===== src/rtl/vend_pkg.sv =====
// Shared types and constants for the vending transaction controller:
// coin encodings and values, the product price table and the controller state enum.
package vend_pkg;

    localparam int unsigned VEND_CREDIT_W = 8;

    typedef enum logic [1:0] {
        COIN_5   = 2'b00,
        COIN_10  = 2'b01,
        COIN_25  = 2'b10,
        COIN_100 = 2'b11
    } coin_e;

    typedef enum logic [2:0] {
        ST_IDLE,
        ST_CREDIT,
        ST_CHECK,
        ST_DISPENSE,
        ST_CHANGE
    } state_e;

    // Indexed by product number 0..3, values in cents.
    localparam logic [7:0] PRICE [4] = '{8'd25, 8'd50, 8'd75, 8'd100};

    function automatic logic [7:0] coin_value(input logic [1:0] code);
        logic [7:0] val;
        case (coin_e'(code))
            COIN_5:   val = 8'd5;
            COIN_10:  val = 8'd10;
            COIN_25:  val = 8'd25;
            COIN_100: val = 8'd100;
            default:  val = 8'd0;
        endcase
        return val;
    endfunction

endpackage


===== src/rtl/vend_refund_timer.sv =====
// Idle-cycle counter that raises expire_o after TIMEOUT_CYCLES-1 uninterrupted enabled cycles.
// Only defined when VEND_TIMEOUT_EN is set, since only then does the controller use it.
`ifdef VEND_TIMEOUT_EN
module vend_refund_timer #(
    parameter int unsigned TIMEOUT_CYCLES = 1000
) (
    input  logic clk,
    input  logic rst,
    input  logic clear_i,
    input  logic enable_i,
    output logic expire_o
);

    localparam int unsigned CNT_W = $clog2(TIMEOUT_CYCLES + 1);

    logic [CNT_W-1:0] cnt_q, cnt_d;

    always_comb begin
        expire_o = enable_i && !clear_i && (cnt_q == CNT_W'(TIMEOUT_CYCLES - 1));
        cnt_d    = cnt_q;
        if (clear_i || !enable_i) begin
            cnt_d = '0;
        end else if (!expire_o) begin
            cnt_d = cnt_q + CNT_W'(1);
        end
    end

    always_ff @(posedge clk) begin
        if (rst) begin
            cnt_q <= '0;
        end else begin
            cnt_q <= cnt_d;
        end
    end

endmodule
`endif


===== src/rtl/vend_txn_ctrl.sv =====
// Vending transaction controller: credit accumulation, selection check, dispense and change.
// Optional auto-refund on idle credit is enabled by defining VEND_TIMEOUT_EN.
module vend_txn_ctrl
    import vend_pkg::*;
#(
    parameter int unsigned CREDIT_W   = VEND_CREDIT_W,
    parameter int unsigned MAX_CREDIT = 200
`ifdef VEND_TIMEOUT_EN
    ,
    parameter int unsigned TIMEOUT_CYCLES = 1000
`endif
) (
    input  logic                clk,
    input  logic                rst,
    input  logic                coin_valid,
    input  logic [1:0]          coin_code,
    input  logic                sel_valid,
    input  logic [1:0]          sel_product,
    input  logic                cancel,
    input  logic [3:0]          stock_level,
    input  logic                change_ready,
    output logic [1:0]          product,
    output logic                dispense,
    output logic [CREDIT_W-1:0] credit,
    output logic                change_valid,
    output logic [CREDIT_W-1:0] change_amount,
    output logic                coin_reject,
    output logic                sold_out,
    output logic                insufficient,
    output logic                busy
);

    state_e              state_q, state_d;
    logic [1:0]          product_q, product_d;
    logic                dispense_q, dispense_d;
    logic [CREDIT_W-1:0] credit_q, credit_d;
    logic                change_valid_q, change_valid_d;
    logic [CREDIT_W-1:0] change_amount_q, change_amount_d;
    logic                coin_reject_q, coin_reject_d;
    logic                sold_out_q, sold_out_d;
    logic                insufficient_q, insufficient_d;
    logic                busy_q, busy_d;

    logic [CREDIT_W:0]   coin_sum;
    logic [CREDIT_W-1:0] price;
    logic                timeout_expire;

`ifdef VEND_TIMEOUT_EN
    vend_refund_timer #(
        .TIMEOUT_CYCLES(TIMEOUT_CYCLES)
    ) u_refund_timer (
        .clk      (clk),
        .rst      (rst),
        .clear_i  (coin_valid | sel_valid | cancel),
        .enable_i (state_q == ST_CREDIT),
        .expire_o (timeout_expire)
    );
`else
    assign timeout_expire = 1'b0;
`endif

    always_comb begin
        state_d         = state_q;
        product_d       = product_q;
        dispense_d      = 1'b0;
        credit_d        = credit_q;
        change_valid_d  = change_valid_q;
        change_amount_d = change_amount_q;
        coin_reject_d   = 1'b0;
        sold_out_d      = 1'b0;
        insufficient_d  = 1'b0;

        // One extra bit so the MAX_CREDIT comparison can never wrap.
        coin_sum = {1'b0, credit_q} + (CREDIT_W + 1)'(coin_value(coin_code));
        price    = CREDIT_W'(PRICE[product_q]);

        case (state_q)
            ST_IDLE, ST_CREDIT: begin
                if (cancel) begin
                    coin_reject_d = coin_valid;
                    if (credit_q != '0) begin
                        state_d         = ST_CHANGE;
                        change_valid_d  = 1'b1;
                        change_amount_d = credit_q;
                    end else begin
                        state_d = ST_IDLE;
                    end
                end else begin
                    if (coin_valid) begin
                        if (coin_sum <= (CREDIT_W + 1)'(MAX_CREDIT)) begin
                            credit_d = coin_sum[CREDIT_W-1:0];
                            state_d  = ST_CREDIT;
                        end else begin
                            coin_reject_d = 1'b1;
                        end
                    end
                    // A same-cycle coin is already in credit_d, so CHECK sees the sum.
                    if (sel_valid) begin
                        product_d = sel_product;
                        state_d   = ST_CHECK;
                    end else if (timeout_expire) begin
                        state_d         = ST_CHANGE;
                        change_valid_d  = 1'b1;
                        change_amount_d = credit_q;
                    end
                end
            end
            ST_CHECK: begin
                coin_reject_d = coin_valid;
                if (stock_level == 4'd0 || credit_q < price) begin
                    sold_out_d     = (stock_level == 4'd0);
                    insufficient_d = (stock_level != 4'd0);
                    state_d        = (credit_q == '0) ? ST_IDLE : ST_CREDIT;
                end else begin
                    dispense_d = 1'b1;
                    credit_d   = credit_q - price;
                    state_d    = ST_DISPENSE;
                end
            end
            ST_DISPENSE: begin
                coin_reject_d = coin_valid;
                if (credit_q != '0) begin
                    state_d         = ST_CHANGE;
                    change_valid_d  = 1'b1;
                    change_amount_d = credit_q;
                end else begin
                    state_d = ST_IDLE;
                end
            end
            ST_CHANGE: begin
                coin_reject_d = coin_valid;
                if (change_ready) begin
                    credit_d        = '0;
                    change_valid_d  = 1'b0;
                    change_amount_d = '0;
                    state_d         = ST_IDLE;
                end
            end
            default: begin
                state_d = ST_IDLE;
            end
        endcase

        busy_d = (state_d == ST_CHECK) || (state_d == ST_DISPENSE) || (state_d == ST_CHANGE);
    end

    always_ff @(posedge clk) begin
        if (rst) begin
            state_q         <= ST_IDLE;
            product_q       <= '0;
            dispense_q      <= 1'b0;
            credit_q        <= '0;
            change_valid_q  <= 1'b0;
            change_amount_q <= '0;
            coin_reject_q   <= 1'b0;
            sold_out_q      <= 1'b0;
            insufficient_q  <= 1'b0;
            busy_q          <= 1'b0;
        end else begin
            state_q         <= state_d;
            product_q       <= product_d;
            dispense_q      <= dispense_d;
            credit_q        <= credit_d;
            change_valid_q  <= change_valid_d;
            change_amount_q <= change_amount_d;
            coin_reject_q   <= coin_reject_d;
            sold_out_q      <= sold_out_d;
            insufficient_q  <= insufficient_d;
            busy_q          <= busy_d;
        end
    end

    assign product       = product_q;
    assign dispense      = dispense_q;
    assign credit        = credit_q;
    assign change_valid  = change_valid_q;
    assign change_amount = change_amount_q;
    assign coin_reject   = coin_reject_q;
    assign sold_out      = sold_out_q;
    assign insufficient  = insufficient_q;
    assign busy          = busy_q;

endmodule


===== config.mk =====
export PLATFORM = sky130hd
export DESIGN_NAME = vend_txn_ctrl
export DESIGN_NICKNAME = d
export VERILOG_FILES = /design/src/rtl/vend_pkg.sv /design/src/rtl/vend_refund_timer.sv /design/src/rtl/vend_txn_ctrl.sv
export SDC_FILE = /design/constraint.sdc
export NUM_CORES = 1
export LEC_CHECK = 0
export CORE_MARGIN = 2
export CORE_UTILIZATION = 53
export CTS_BUF_LIST = sky130_fd_sc_hd__clkbuf_8 sky130_fd_sc_hd__clkbuf_16
export DETAILED_ROUTE_END_ITERATION = 6
export PLACE_DENSITY = 0.81
export RECOVER_POWER = 25
export SYNTH_ARGS = -nofsm -noshare
export SYNTH_HDL_FRONTEND = slang
export SYNTH_SLANG_ARGS = --single-unit

===== constraint.sdc =====
create_clock -name clk -period 3.6 [get_ports clk]
set_input_delay 0.36 -clock clk [delete_from_list [all_inputs] [get_ports clk]]
set_output_delay 0.36 -clock clk [all_outputs]
set_load 0.01 [all_outputs]

# Yosys cells after proc, flatten, opt, wreduce, memory -nomap -nowiden
# Cells that the tools add are included.
# Widths: inputs -> output; s select.
[totals] elab_cells=84 out_inout_bits=24 in_bits=14 reg_bits=27
[op_classes] add_sub_neg=2 bitwise=4 n_eq_ne=16 order_cmp=3 n_mux=31 reduce_logical=18
[ops] operator="$mux 8" count=9
[ops] operator="$pmux 8 s3" count=2
[ops] operator="$pmux 8 s4" count=1
[ops] operator="$mux 3" count=6
[ops] operator="$bmux 8 s2" count=1
[ops] operator="$eq 3x2->1 const B" count=4
[ops] operator="$ne 2x2->1 const B" count=6
[ops] operator="$pmux 3 s4" count=1
[ops] operator="$add 8x8->9" count=1
[ops] operator="$le 9x8->1 const B" count=1
[ops] operator="$logic_not 8->1" count=1
[ops] operator="$lt 8x8->1" count=1
[ops] operator="$mux 1" count=8
[ops] operator="$reduce_bool 8->1" count=1
[ops] operator="$sub 8x8->8" count=1
[ops] operator="$eq 3x3->1 const B" count=2
[ops] operator="$reduce_and 3->1" count=2
[ops] operator="$reduce_and 6->1" count=1
[ops] operator="$reduce_bool 3->1" count=2
[ops] operator="$reduce_or 3->1" count=2
[ops] operator="$eq 2x2->1 const B" count=2
[ops] operator="$logic_not 4->1" count=1
[ops] operator="$reduce_bool 4->1" count=1
[ops] operator="$reduce_or 2->1" count=2
[ops] operator="other kinds (11)" count=15

# Longest topological paths before layout
[logic_depth] ltp_word=12 ltp_mapped=11 ltp_nobuf=11

# Worst setup path after synthesis
# OpenSTA, ideal clock, no wires.
[synth_path] path_kind="input to register" startpoint="input coin_code[0]" endpoint="register credit_q[5] (netlist: credit[5])" required_ps=3477 path_slack_ps=740 t_arrival_ps=2736 cell_stages=11 path_cell_list="inv_1 -> ha_1 -> or2_2 -> ha_1 -> fa_1 -> nand3_1 -> a21oi_1 -> o21ai_0 -> nand4_2 -> o31ai_2 -> mux2_1"
[synth_between] elab_chain_len=7 elab_cells_between_ends=13 classes_between="add/sub: 1; order compare: 1; eq/ne: 4; mux: 5; reduce/logical: 2"
[synth_lines] item="start, declared" line="vend_txn_ctrl.sv:16" rtl="input logic [1:0] coin_code,"
[synth_lines] item="$eq 2x2->1, or another cell as far along" line="vend_pkg.sv:27" rtl="case (coin_e'(code))"
[synth_lines] item="$pmux 8 s4 (*)" line="vend_pkg.sv:27"
[synth_lines] item="$add 8x8->9 (*)" line="vend_txn_ctrl.sv:74" rtl="coin_sum = {1'b0, credit_q} + (CREDIT_W + 1)'(coin_value(coin_code));"
[synth_lines] item="branches (longest 4 deep; another with $le 9x8->1)"
[synth_lines] item="end signal, assigned" line="vend_txn_ctrl.sv:163" rtl="credit_q <= credit_d;"
[synth_lines] item="end, declared" line="vend_txn_ctrl.sv:36" rtl="logic [CREDIT_W-1:0] credit_q, credit_d;"
# Mark *: on every way between the ends. The select of a mux whose other input is x is not followed.
# A chain may end at the register's enable or synchronous reset.

# Final worst setup path
[layout_path] startpoint="input coin_code[0]" endpoint="register credit_q[3] (netlist: credit[3])"
# Same word-level chain as after synthesis.

==> flow_summary.ini <==
[global_routing]
grt_max_degree = 17
grt_pass1_wl_um = 8480
antenna_found_initial = 0
grt_pass1_vias = 1840
grt_overflow_total = 0
grt_use_total_pct = 25.1

[yosys]
syn_nets = 291
synthTopCellsByArea = dfxtp_1 (26%), ha_1 (13%), nor2_1 (4.8%), a21oi_1 (4.8%), inv_1 (3.0%)
ys_types = 64
synth_top_area_cell = dfxtp_1
synth.avg_cell_area_sq_um = 8.27
synth_edf_count = 0
syn-cell-area_sq_um = 2090
synthTopCellsByCount = dfxtp_1 (27), nor2_1 (27), ha_1 (22), a21oi_1 (20), inv_1 (17)
async_reset_ff_share_pct = 0
synth-seq-cells = 27
syn_inst = 253
yosysSeqAreaShare_pct = 25.8
yosysTopAreaCellShare_pct = 25.8
yosysWarningCount = 0
ys.flop_type = dfxtp_1

[layout]
drive_above_1_share_pct = 9.00
fill_cells = 326
nets = 328
regArea_sq_um = 541
multi_input_area_sq_um = 1450
fin_util_pct = 68.9
n_antenna_cell = 0
area_growth_pct = 22.3

[routing]
drc = 0
wl_per_cell_um = 15.7
first_pass_iters = 4
ant_nets = 0
drt-initial-drc-count = 192
via_per_inst = 5.92
num_vias = 1996
wl_um = 5290

[placement]
gp_congestion = 0.917
numPortBuffers = 37
place_ws_ns = 0.0422
place_hpwl_um = 4110

[floorplanning]
die_y_um = 66.8
die_x_um = 66.8
start_util_pct = 56.3
dieArea_sq_um = 4470
rows = 22
io_pins = 38
core_sq_um = 3720

[critical_path]
arrival_ns = 3.48
crit_top_cell = ha_1
crit_required_ns = 3.79
cp_max_fo = 7
ff2ff_path_depth = 12
startpoint_type = input pin
crit_buf_inv = 2
critPathMaxStageDelay_ns = 0.51
slowest_stage = clkdlybuf4s50_1
cp-end-kind = flop
crit_cells = 12
crit_family = compound AO/OA/AOI/OAI gates
criticalPathCategory = in2reg
path_cells = clkdlybuf4s50_1 > inv_1 > ha_1 > or2_2 > ha_1 > fa_1 > nand3_1 > a21oi_1 > o21ai_0 > nand4_2 > o31a_1 > a221oi_2

[timing]
setup-tns-final_ns = 0
skew_ns = 0.00241
max_freq_mhz = 304
setup_viol = 0
fin_crit_sh_pct = 91.3
period_needed_ns = 3.29
rsz0062_at_grt = false
slew_headroom_pct = 30.1
hold_viol_final = 0
finalMaxSlewViolations = 0
worst_pin_slew_ns = 1.04
setup_ws_ns = 0.314

[clock_tree]
holdBufCountCts = 0
clock-sinks = 27
htree_levels = 1
cts-root-buf = clkbuf_8
cts_max_path_buffers = 2
cts_tree = built
path_clk_slew_ns = 0.10
cts_setup_buffers = 0
worstSkewPairLatency_ns = 0.28
cts_made_buffers = 3
cts_resized = 0

[power_and_ir_drop]
ir_drop_uv = 312
p_total_w = 0.00157
powerDensity_nw_per_um2 = 615
total_leakage_power_nw = 1.04

[hold_path]
min_path_cells = 2
min_path_type = reg2reg

[run]
max-cap-violations = 0

[outcome]
status = finished clean
registers in the layout (all words and copies together) (netlist names):
register and flops:
busy 1, change_amount 8, change_valid 1, coin_reject 1
credit 8, dispense 1, insufficient 1, product 2
sold_out 1, state_q 3
path summary, 6_finish.rpt:
kind                                        from               end  slack (ns)
worst min-delay path            change_amount[7]  change_amount[7]        0.47
worst min register to register  change_amount[7]  change_amount[7]        0.47
worst max register to register        product[1]         credit[7]        0.64
worst max-delay path                coin_code[0]         credit[3]        0.31
worst min-delay path: stages (launching register included):
cell and delay, ns:
dfxtp_1 0.32, nand3_1 0.06, a21oi_1 0.05
power breakdown:
group | internal [W] | switching (W) | leakage [nW] | total (W)
combinational | 0.000421 | 0.000505 | 0.799 | 0.000926
sequential | 0.000359 | 0.000107 | 0.221 | 0.000467
clock | 0.0000788 | 0.000102 | 0.0217 | 0.000181
cells in the final DEF, fill, tap and decap left out, types with 4 or more instances in the layout:
cell and instances:
dfxtp_1 27, o21ai_0 6, clkdlybuf4s50_1 26, dlygate4sd3_1 11, nand3_1 12, nand2b_1 5, inv_1 17, o21a_1 4
nor3_1 6, a21oi_1 20, ha_1 22, nor2_1 27, a31oi_1 7, nand2_1 15
kinds of logic (layout without fill, tap and decap cells):
| family | count (synthesis) | count (layout) | synth area share, % |
|---|---|---|---|
| and+or+nand+nor | 96 | 96 | 24.9 |
| DFF | 27 | 27 | 25.8 |
| muxes | 3 | 3 | 1.49 |
| xor gates and xnor gates | 4 | 4 | 1.67 |
| adders and majority gates | 24 | 24 | 15.1 |
| buffers and inverters | 25 | 61 | 4.72 |
| AOI/OAI and AO/OA | 74 | 74 | 26.3 |
area by class of cell:
class / count / area share (%)
multi-input cells: 201 / 56.8
well taps: 48 / 2.35
flip-flops and latches: 27 / 21.1
clock inverters: 1 / 0.293
inverters: 17 / 2.49
clock buffers: 3 / 1.61
repair buffers: 40 / 15.3
per-layer routing:
| layer | up-vias | share of wire [%] | track usage, % |
|---|---|---|---|
| met5 | - | 0 | 0 |
| met2 | 54 | 48 | 42.5 |
| met1 | 929 | 46 | 32.5 |
| met3 | 4 | 5.0 | 3.04 |
| met4 | 0 | 1.3 | 9.18 |
| li1 | 1009 | - | - |
per-stage QoR:
stage | instance area, sq um | cells | hold slack, ns
after floorplan | 2090 | 253 | 0.476
after global placement | 2510 | 333 | 0.456
after detailed placement | 2510 | 333 | 0.460
after CTS | 2560 | 337 | 0.474
after global routing | 2560 | 337 | 0.496
final | 2560 | 337 | 0.468
No activity file was read; power rests on OpenSTA's default activity.
